`config.mk`:
```
export PLATFORM = sky130hd
export DESIGN_NAME = sprite_anim_ctrl_flat
export DESIGN_NICKNAME = d
export VERILOG_FILES = /design/src/rtl/sf_sprite_pkg.sv /design/src/rtl/sprite_anim_ctrl_if.sv /design/src/rtl/sprite_addr_pipe.sv /design/src/rtl/sprite_anim_ctrl.sv /design/src/flat_wrapper.sv
export SDC_FILE = /design/constraint.sdc
export NUM_CORES = 1
export LEC_CHECK = 0
export ABC_AREA = 1
export CAP_MARGIN = 20
export CORE_ASPECT_RATIO = 0.6
export CORE_MARGIN = 8
export CORE_UTILIZATION = 48
export CTS_CLUSTER_SIZE = 24
export DETAILED_ROUTE_END_ITERATION = 12
export GPL_TIMING_DRIVEN = 0
export MAX_ROUTING_LAYER = met4
export PLACE_DENSITY = 0.79
export SYNTH_ARGS = -nofsm -noshare
export SYNTH_HDL_FRONTEND = slang
export SYNTH_SLANG_ARGS = --single-unit
```
`constraint.sdc`:
```
create_clock -name clk -period 1.65 [get_ports clk]
set_input_delay 0.4125 -clock clk [delete_from_list [all_inputs] [get_ports clk]]
set_output_delay 0.4125 -clock clk [all_outputs]
set_load 0.05 [all_outputs]
```
`src/rtl/sf_sprite_pkg.sv`:
```
// rtl/sf_sprite_pkg.sv - shared sprite encodings, sizes and colour key
package sf_sprite_pkg;

    typedef enum logic [1:0] {
        FRAME_IDLE   = 2'd0,
        FRAME_WALK1  = 2'd1,
        FRAME_WALK2  = 2'd2,
        FRAME_ATTACK = 2'd3
    } frame_e;

    localparam int          SPRITE_W_DEF    = 128;
    localparam int          SPRITE_H_DEF    = 128;
    localparam logic [11:0] TRANSPARENT_KEY = 12'hF0F;
    localparam int          ROM_AW          = 14;

endpackage

```
`src/rtl/sprite_anim_ctrl_if.sv`:
```
// rtl/sprite_anim_ctrl_if.sv - sprite ROM fetch and pixel-mixer bus
interface sprite_anim_ctrl_if;
    import sf_sprite_pkg::*;

    logic [1:0]        frame_sel;
    logic [ROM_AW-1:0] rom_addr;
    logic [11:0]       rom_pixel;
    logic [11:0]       pixel_out;
    logic              pixel_valid;

    modport master (
        output frame_sel,
        output rom_addr,
        input  rom_pixel,
        output pixel_out,
        output pixel_valid
    );

    modport slave (
        input  frame_sel,
        input  rom_addr,
        output rom_pixel,
        input  pixel_out,
        input  pixel_valid
    );

endinterface

```
`src/rtl/sprite_addr_pipe.sv`:
```
// rtl/sprite_addr_pipe.sv - scan-position to ROM address, aligned opaque pixel output
module sprite_addr_pipe
    import sf_sprite_pkg::*;
#(
    parameter int          SPRITE_W    = SPRITE_W_DEF,
    parameter int          SPRITE_H    = SPRITE_H_DEF,
    parameter logic [11:0] TRANSPARENT = TRANSPARENT_KEY
) (
    input  logic              clk,
    input  logic              rst_n,
    input  logic [9:0]        pos_x,
    input  logic [9:0]        pos_y,
    input  logic [9:0]        hcount,
    input  logic [9:0]        vcount,
    input  logic              facing,
    input  logic [11:0]       rom_pixel,
    output logic [ROM_AW-1:0] rom_addr,
    output logic [11:0]       pixel_out,
    output logic              pixel_valid
);

    localparam int CW = $clog2(SPRITE_W);

    logic [10:0]       dx;
    logic [10:0]       dy;
    logic              in_sprite;
    logic [CW-1:0]     col;
    logic [ROM_AW-1:0] addr_next;
    logic              v1;
    logic              v2;
    logic              opaque;

    // 11-bit differences so a sprite hanging off the right/bottom edge never wraps
    assign dx        = {1'b0, hcount} - {1'b0, pos_x};
    assign dy        = {1'b0, vcount} - {1'b0, pos_y};
    assign in_sprite = (hcount >= pos_x) && (dx < 11'(SPRITE_W)) &&
                       (vcount >= pos_y) && (dy < 11'(SPRITE_H));

    // SPRITE_W is a power of two, so SPRITE_W-1-dx is the bitwise inverse
    assign col       = facing ? ~dx[CW-1:0] : dx[CW-1:0];
    assign addr_next = in_sprite ? ((ROM_AW'(dy) << CW) | ROM_AW'(col)) : '0;
    assign opaque    = v2 && (rom_pixel != TRANSPARENT);

    always_ff @(posedge clk or negedge rst_n) begin
        if (!rst_n) begin
            rom_addr    <= '0;
            v1          <= 1'b0;
            v2          <= 1'b0;
            pixel_out   <= '0;
            pixel_valid <= 1'b0;
        end else begin
            rom_addr    <= addr_next;
            v1          <= in_sprite;
            v2          <= v1;
            pixel_valid <= opaque;
            pixel_out   <= opaque ? rom_pixel : 12'h000;
        end
    end

endmodule

```
`src/rtl/sprite_anim_ctrl.sv`:
```
// rtl/sprite_anim_ctrl.sv - per-player animation FSM, facing register and sprite fetch
module sprite_anim_ctrl
    import sf_sprite_pkg::*;
#(
    parameter int          SPRITE_W     = SPRITE_W_DEF,
    parameter int          SPRITE_H     = SPRITE_H_DEF,
    parameter int          WALK_PERIOD  = 8,
    parameter int          ATTACK_TICKS = 12,
    parameter logic [11:0] TRANSPARENT  = TRANSPARENT_KEY
) (
    input  logic       clk,
    input  logic       rst_n,
    input  logic       frame_tick,
    input  logic       move_left,
    input  logic       move_right,
    input  logic       attack,
    input  logic [9:0] pos_x,
    input  logic [9:0] pos_y,
    input  logic [9:0] hcount,
    input  logic [9:0] vcount,
    output logic       busy,
    sprite_anim_ctrl_if.master bus
);

    localparam int WCW = $clog2(WALK_PERIOD);
    localparam int ACW = $clog2(ATTACK_TICKS);

    frame_e         state;
    logic [WCW-1:0] walk_cnt;
    logic [ACW-1:0] atk_cnt;
    logic           facing;
    logic           moving;

    assign moving        = move_left ^ move_right;
    assign bus.frame_sel = state;

    always_ff @(posedge clk or negedge rst_n) begin
        if (!rst_n) begin
            state    <= FRAME_IDLE;
            walk_cnt <= '0;
            atk_cnt  <= '0;
            facing   <= 1'b0;
            busy     <= 1'b0;
        end else if (frame_tick) begin
            // direction is frozen for the whole attack pose
            if (state != FRAME_ATTACK) begin
                if (move_left && !move_right)
                    facing <= 1'b1;
                else if (move_right && !move_left)
                    facing <= 1'b0;
            end

            if (state == FRAME_ATTACK) begin
                if (atk_cnt == '0) begin
                    state    <= moving ? FRAME_WALK1 : FRAME_IDLE;
                    busy     <= 1'b0;
                    walk_cnt <= '0;
                end else begin
                    atk_cnt <= atk_cnt - 1'b1;
                end
            end else if (attack) begin
                state   <= FRAME_ATTACK;
                atk_cnt <= ACW'(ATTACK_TICKS - 1);
                busy    <= 1'b1;
            end else if (!moving) begin
                state    <= FRAME_IDLE;
                walk_cnt <= '0;
            end else if (state == FRAME_IDLE) begin
                state    <= FRAME_WALK1;
                walk_cnt <= '0;
            end else if (walk_cnt == WCW'(WALK_PERIOD - 1)) begin
                state    <= (state == FRAME_WALK1) ? FRAME_WALK2 : FRAME_WALK1;
                walk_cnt <= '0;
            end else begin
                walk_cnt <= walk_cnt + 1'b1;
            end
        end
    end

    sprite_addr_pipe #(
        .SPRITE_W    (SPRITE_W),
        .SPRITE_H    (SPRITE_H),
        .TRANSPARENT (TRANSPARENT)
    ) u_addr_pipe (
        .clk         (clk),
        .rst_n       (rst_n),
        .pos_x       (pos_x),
        .pos_y       (pos_y),
        .hcount      (hcount),
        .vcount      (vcount),
        .facing      (facing),
        .rom_pixel   (bus.rom_pixel),
        .rom_addr    (bus.rom_addr),
        .pixel_out   (bus.pixel_out),
        .pixel_valid (bus.pixel_valid)
    );

endmodule
```
`src/flat_wrapper.sv`:
```
// flat-port wrapper written by rule: the top's interface ports become plain ports
module sprite_anim_ctrl_flat import sf_sprite_pkg::*;
#(
    parameter int          SPRITE_W     = SPRITE_W_DEF,
    parameter int          SPRITE_H     = SPRITE_H_DEF,
    parameter int          WALK_PERIOD  = 8,
    parameter int          ATTACK_TICKS = 12,
    parameter logic [11:0] TRANSPARENT  = TRANSPARENT_KEY
)
  (clk, rst_n, frame_tick, move_left, move_right, attack, pos_x, pos_y, hcount, vcount, busy, bus_frame_sel, bus_rom_addr, bus_rom_pixel, bus_pixel_out, bus_pixel_valid);
  sprite_anim_ctrl_if bus_i ();
  input  logic clk;
  input  logic rst_n;
  input  logic frame_tick;
  input  logic move_left;
  input  logic move_right;
  input  logic attack;
  input  logic [9:0] pos_x;
  input  logic [9:0] pos_y;
  input  logic [9:0] hcount;
  input  logic [9:0] vcount;
  output logic busy;
  output wire logic [$bits(bus_i.frame_sel)-1:0] bus_frame_sel;
  output wire logic [$bits(bus_i.rom_addr)-1:0] bus_rom_addr;
  input wire logic [$bits(bus_i.rom_pixel)-1:0] bus_rom_pixel;
  output wire logic [$bits(bus_i.pixel_out)-1:0] bus_pixel_out;
  output wire logic [$bits(bus_i.pixel_valid)-1:0] bus_pixel_valid;
  assign bus_frame_sel = bus_i.frame_sel;
  assign bus_rom_addr = bus_i.rom_addr;
  assign bus_i.rom_pixel = bus_rom_pixel;
  assign bus_pixel_out = bus_i.pixel_out;
  assign bus_pixel_valid = bus_i.pixel_valid;
  sprite_anim_ctrl #(.SPRITE_W(SPRITE_W), .SPRITE_H(SPRITE_H), .WALK_PERIOD(WALK_PERIOD), .ATTACK_TICKS(ATTACK_TICKS), .TRANSPARENT(TRANSPARENT)) u_core (.clk(clk), .rst_n(rst_n), .frame_tick(frame_tick), .move_left(move_left), .move_right(move_right), .attack(attack), .pos_x(pos_x), .pos_y(pos_y), .hcount(hcount), .vcount(vcount), .busy(busy), .bus(bus_i));
endmodule
```
Word-level counts from Yosys, hierarchy flattened
Cells that the tools add are included.
- add/subtract/negate cells: 4
- $lt $le $gt $ge: 4
- eq/ne operators: 9
- muxes and demuxes: 25
- bitwise gates (word level): 3
- reductions and logical operators: 17
- operators by type and width (cell ; number):
    less-than comparator 11 x 8 -> 1 bit (second input constant) ; 2
    subtractor 10 x 10 -> 11 bit ; 2
    >= comparator 10 bit ; 2
    two-way mux 3 bit ; 6
    AND reduction 3 bit ; 5
    two-way mux 14 bit ; 1
    two-way mux 2 bit ; 7
    bitwise OR 14 x 7 -> 14 bit ; 1
    two-way mux 12 bit ; 1
    two-way mux 4 bit ; 3
    != test 12 bit (second input constant) ; 1
    two-way mux 7 bit ; 1
    NOT 7 bit ; 1
    logical AND 1 bit ; 6
    two-way mux 1 bit ; 6
    != test 2 bit (second input constant) ; 3
    != test 5 bit (second input constant) ; 1
    logical NOT 4 bit ; 1
    nonzero test 2 bit ; 2
    subtractor 4 x 1 -> 4 bit (second input constant) ; 1
    adder 3 x 1 -> 3 bit (second input constant) ; 1
    equality test 3 bit (second input constant) ; 1
    equality test 2 x 1 -> 1 bit (second input constant) ; 1
    equality test 2 bit (second input constant) ; 1
    4 further kinds ; 5
- register bits: 40
- bits of input ports: 58

Logic depth before layout (Yosys ltp)
Gate-level depths: netlist (run 1).
- word-level depth: 7
- mapped depth: 15

Modules after synthesis
A second synthesis (run 1) with hierarchy kept.
- cell total of the unflattened synthesis: 389
- area total of the unflattened synthesis: 3007.9 um^2
- modules (own cells, without submodules) (module ; instances ; cells each ; area each (um^2) ; seq. area each (um^2)):
    sprite_addr_pipe ; 1 ; 300 ; 2258.4 ; 725.7
    sprite_anim_ctrl ; 1 ; 89 ; 749.5 ; 275.3

Worst setup path before layout (run 1)
OpenSTA, ideal clock, no wires.
- path type: input -> register
- start point: input port vcount[0]
- end point: register u_core.u_addr_pipe.rom_addr[7]
- setup time: 68 ps
- data arrival time: 1942 ps
- slack: -360 ps
- cell stages on the path: 14
- path buffers: 1
- path through: inv_1 ha_1 inv_1 fa_1 nand2_1 nand2_2 nand3_2 nand3b_1 nand2_1 nand3_2 nor2_4 nand3_4 buf_12 nor2_4
- cells in the longest elaborated chain, start to end: 4
- elaborated cells on any way between the ends: 7
- classes of those cells: add/sub (1); order compare (2); mux (1); bitwise (1); reduce/logical (2)
- RTL lines (item ; line ; text):
    start: declaration ; flat_wrapper.sv:21 ; input logic [9:0] vcount;
    subtractor 10 x 10 -> 11 bit or >= comparator 10 bit (tied branches) ; sprite_addr_pipe.sv:35, sprite_addr_pipe.sv:37 ;
    less-than comparator 11 x 8 -> 1 bit or logical AND 1 bit (tied branches) ; sprite_addr_pipe.sv:37, sprite_addr_pipe.sv:36 ;
    logical AND 1 bit ; sprite_addr_pipe.sv:37 ; (vcount >= pos_y) && (dy < 11'(SPRITE_H));
    two-way mux 14 bit * ; sprite_addr_pipe.sv:41 ; assign addr_next = in_sprite ? ((ROM_AW'(dy) << CW) | ROM_AW'(col)) : '0;
    named net u_core.u_addr_pipe.addr_next[7] ; sprite_addr_pipe.sv:28 ; logic [ROM_AW-1:0] addr_next;
    end signal: assignment ; sprite_addr_pipe.sv:52 ; rom_addr <= addr_next;
    end: declaration ; sprite_addr_pipe.sv:17 ; output logic [ROM_AW-1:0] rom_addr,
Mark *: on every way through the listed nets, which the timed path passes. The rest lies on a longest branch.
A chain may end at the register's enable or synchronous reset.

Final worst setup path (run 1)
- start point: input port hcount[5]
- end point: register u_core.u_addr_pipe.rom_addr[7]
- cells in the longest elaborated chain, start to end: 6
- elaborated cells on any way between the ends: 7
- classes of those cells: add/sub (1); order compare (2); mux (1); reduce/logical (3)
- RTL lines (item ; line ; text):
    start: declaration ; flat_wrapper.sv:20 ; input logic [9:0] hcount;
    subtractor 10 x 10 -> 11 bit ; sprite_addr_pipe.sv:34 ; assign dx = {1'b0, hcount} - {1'b0, pos_x};
    less-than comparator 11 x 8 -> 1 bit ; sprite_addr_pipe.sv:36 ; assign in_sprite = (hcount >= pos_x) && (dx < 11'(SPRITE_W)) &&
    logical AND 1 bit * (2 in series) ; sprite_addr_pipe.sv:36 ;
    logical AND 1 bit * ; sprite_addr_pipe.sv:37 ;
    two-way mux 14 bit * ; sprite_addr_pipe.sv:41 ;
    named net u_core.u_addr_pipe.addr_next[7] ; sprite_addr_pipe.sv:28 ;
Marked as above.

==> metrics.yaml, run 1 <==
outcome:
  status: "finished, violations left"
  violations: "negative setup slack"
setup_path:
  startpoint_type: "primary input"
  end_kind: "register"
  worstPathRequired_ns: 1.88
  criticalPathCategory: "in -> reg"
  arrival_ns: 2.18
  cp_max_fo: 5
job:
  timing.max_cap.violations: 0
clocking:
  insertion_delay_ns: 0.30
  cts_root_buf: "clkbuf_8"
  cts_buffer_depth: 2
  h-tree-depth: 2
  cts_tree: "yes"
  path_clk_slew_ns: 0.09
  numCtsBuffers: 5
  clock_sinks: 40
  ctsHoldBuffers: 0
floorplanning:
  fp.dieH_microns: 76.2
  dieArea_sq_um: 8870
  die_w_microns: 116
  initial_core_util_pct: 48.6
  rows: 22
  fp.coreArea_sq_um: 5970
  pin_count: 88
place:
  port_buffers: 87
  place_ws_ns: -1.10
  hpwl_microns: 5790
  post_dp_cell_area_sq_um: 3930
  gp_congestion: 0.900
power:
  ir_worst_vdd_mv: 0.653
  p_per_area_nw_per_um2: 837
  power.leakage_nw: 2.51
  total_power_mw: 4.04
sta:
  fin_worst_skew_ns: 0.00856
  slew_violations: 0
  setup_viol: 15
  min_period_over_period_pct: 118
  max_freq_mhz: 514
  hold_viol_final: 0
  whs_ns: 0.208
  rsz0062_at_grt: "true"
  worstMarginPinSlew_ns: 0.857
  fin_ws_ns: -0.296
  slew_headroom_pct: 42.8
  fin_crit_ns: 1.95
cells_and_area:
  antenna_cells: 0
  stdcell_area_sq_um: 4830
  fin_util_pct: 80.8
  drive_gt1_share_pct: 38.0
  fillCellCount: 375
  fin_nets: 593
  final_common_cell: "dlygate4sd2_1"
  area_delta_synth_final_pct: 66.5
  final_cell_mix: "dlygate4sd2_1 (56), inv_1 (51), nand2_1 (46)"
logic_synthesis:
  avgSynthCellArea_sq_um: 7.75
  synthCells: 374
  synth-seq-cells: 40
  synth-simple-area-share_pct: 29.5
  synth-xor-area-share_pct: 5.44
  syn-cell-area_sq_um: 2900
  ys_types: 28
  synth-compound-area-share_pct: 5.44
  synth_fa_ha_area_share_pct: 13.9
  ys_warn_count: 0
  synth_top_family_by_area: "simple AND/OR/NAND/NOR gates"
  synth_fp_nets: 463
  ys_seq_area_share_pct: 34.5
  synth_mux_area_share_pct: 0
routing:
  drcViolationCount: 0
  drtPass1Iterations: 4
  routed_wl_microns: 9150
  ant_nets: 0
  via_count: 2951
  post_drt_wl_per_cell_microns: 15.5
  via_per_inst: 5.01
  drtIter0Drc: 168
grt:
  grt_pass1_wl_microns: 14000
  grt_pass1_vias: 2953
  grt_max_degree: 41
  gr-total-overflow: 0
  globalRouteTotalUtil_pct: 20.0
  antenna_found_initial: 0
min_path:
  hp-class: "in -> async"
-- logic make-up after synthesis --
| group | count (synthesis) |
|---|---|
| adders and majority gates | 31 |
| AOI/OAI and AO/OA | 28 |
| buffers and inverters | 82 |
| DFF | 40 |
| xor gates and xnor gates | 18 |
| and+or+nand+nor | 175 |
-- critical path, cell delays in order --
cell	delay (ns)
dlygate4sd2_1	0.26
ha_4	0.33
nand2_4	0.08
nor2_4	0.12
nand3_2	0.09
nand2_1	0.09
nand2_1	0.07
nand2_1	0.11
nand2_2	0.08
nor2_4	0.10
nand3_4	0.16
buf_12	0.19
nor2_4	0.07
-- where the power goes --
part	total (mW)	internal, mW	switching [mW]
clock network	0.832	0.456	0.376
registers	1.21	1.11	0.0977
logic	2.00	0.823	1.18
-- final cells by class --
type	instances	area (sq um)	area share, %
timing repair buffer	123	1100	22.8
clock buffer	5	68.8	1.43
inverter	79	322	6.66
sequential	40	1000	20.8
buffer	3	32.5	0.674
tap	84	105	2.18
clock inverter	3	46.3	0.959
multi-input combinational	252	2150	44.5
-- synth_stat cells --
| cell | count | area (sq um) |
|---|---|---|
| inv_1 | 77 | 289 |
| nand2_1 | 74 | 278 |
| nor2_1 | 48 | 180 |
| dfrtp_1 | 40 | 1000 |
| ha_1 | 29 | 363 |
| nand3_1 | 19 | 95.1 |
| a21oi_1 | 15 | 75.1 |
| nor2_4 | 12 | 135 |
| xor2_1 | 12 | 105 |
| o21ai_0 | 6 | 30.0 |
| xnor2_1 | 6 | 52.6 |
| nand2_2 | 5 | 31.3 |
| nor4_1 | 5 | 31.3 |
| nand3_2 | 4 | 40.0 |
| a22oi_1 | 3 | 22.5 |
| nand3b_1 | 3 | 22.5 |
| nand4_1 | 3 | 18.8 |
| fa_1 | 2 | 40.0 |
| inv_2 | 2 | 7.51 |
| a31oi_1 | 1 | 6.26 |
| buf_12 | 1 | 20.0 |
| buf_2 | 1 | 5.00 |
| clkbuf_1 | 1 | 3.75 |
| nand3_4 | 1 | 17.5 |
| o21ai_2 | 1 | 8.76 |
| o21bai_1 | 1 | 7.51 |
| o31ai_1 | 1 | 7.51 |
| or2_1 | 1 | 6.26 |
-- path summary, 6_finish.rpt --
kind / to / slack, ns / startpoint / depth (start not counted)
worst max-delay path: u_core.u_addr_pipe.rom_addr[7]$_DFF_PN0_ / -0.30 / hcount[5] / 13
worst min-delay path: u_core.u_addr_pipe.rom_addr[11]$_DFF_PN0_ / 0.21 / rst_n / 1
worst max register to register: u_core.walk_cnt[0]$_DFFE_PN0P_ / 0.09 / u_core.bus.frame_sel[0]$_DFFE_PN0P_ / 8
worst min register to register: u_core.u_addr_pipe.v2$_DFF_PN0_ / 0.36 / u_core.u_addr_pipe.v1$_DFF_PN0_ / 0
max in group asynchronous: u_core.bus.frame_sel[1]$_DFFE_PN0P_ / 0.83 / rst_n / 1
min in group clk: u_core.u_addr_pipe.v2$_DFF_PN0_ / 0.36 / u_core.u_addr_pipe.v1$_DFF_PN0_ / 0
-- state kept, by name, summed over array words and instances, names as in the netlist --
register and cells:
u_core.u_addr_pipe.pixel_valid 1, u_core.walk_cnt 3, u_core.u_addr_pipe.rom_addr 14, u_core.bus.frame_sel 2, u_core.busy 1, u_core.u_addr_pipe.pixel_out 12
u_core.u_addr_pipe.v2 1, u_core.facing 1, u_core.atk_cnt 4, u_core.u_addr_pipe.v1 1
-- metrics by stage --
stage	cells	TNS, ns
after floorplan	374	-2.98
after global placement	545	-49.45
after detailed placement	545	-21.86
final	589	-4.13
after CTS	582	-2.83
after global routing	589	-5.92
-- metal layers --
metal  global-route usage, %  vias up  routed length (microns)
li1                        -     1419                        -
met1                    25.2     1364                     4020
met2                    31.1      138                     4280
met3                    3.80       30                      617
met4                    7.59        0                      234
met5                       -        -                        0
-- repair_timing --
| action | CTS | global route |
|---|---|---|
| resized for setup | 179 | 51 |
| endpoints found under the setup margin | 56 | 34 |
| buffers inserted | 28 | 7 |
| pin swaps | 74 | 33 |
| gates cloned | 1 | 0 |
Power figures use the tool's default switching activity.
==> run 2, diff against run 1 <==
- HOLD_SLACK_MARGIN: not set -> 0.12
==> results of run 2 <==
Final layout, timing and power as in run 1 (identical DEF).
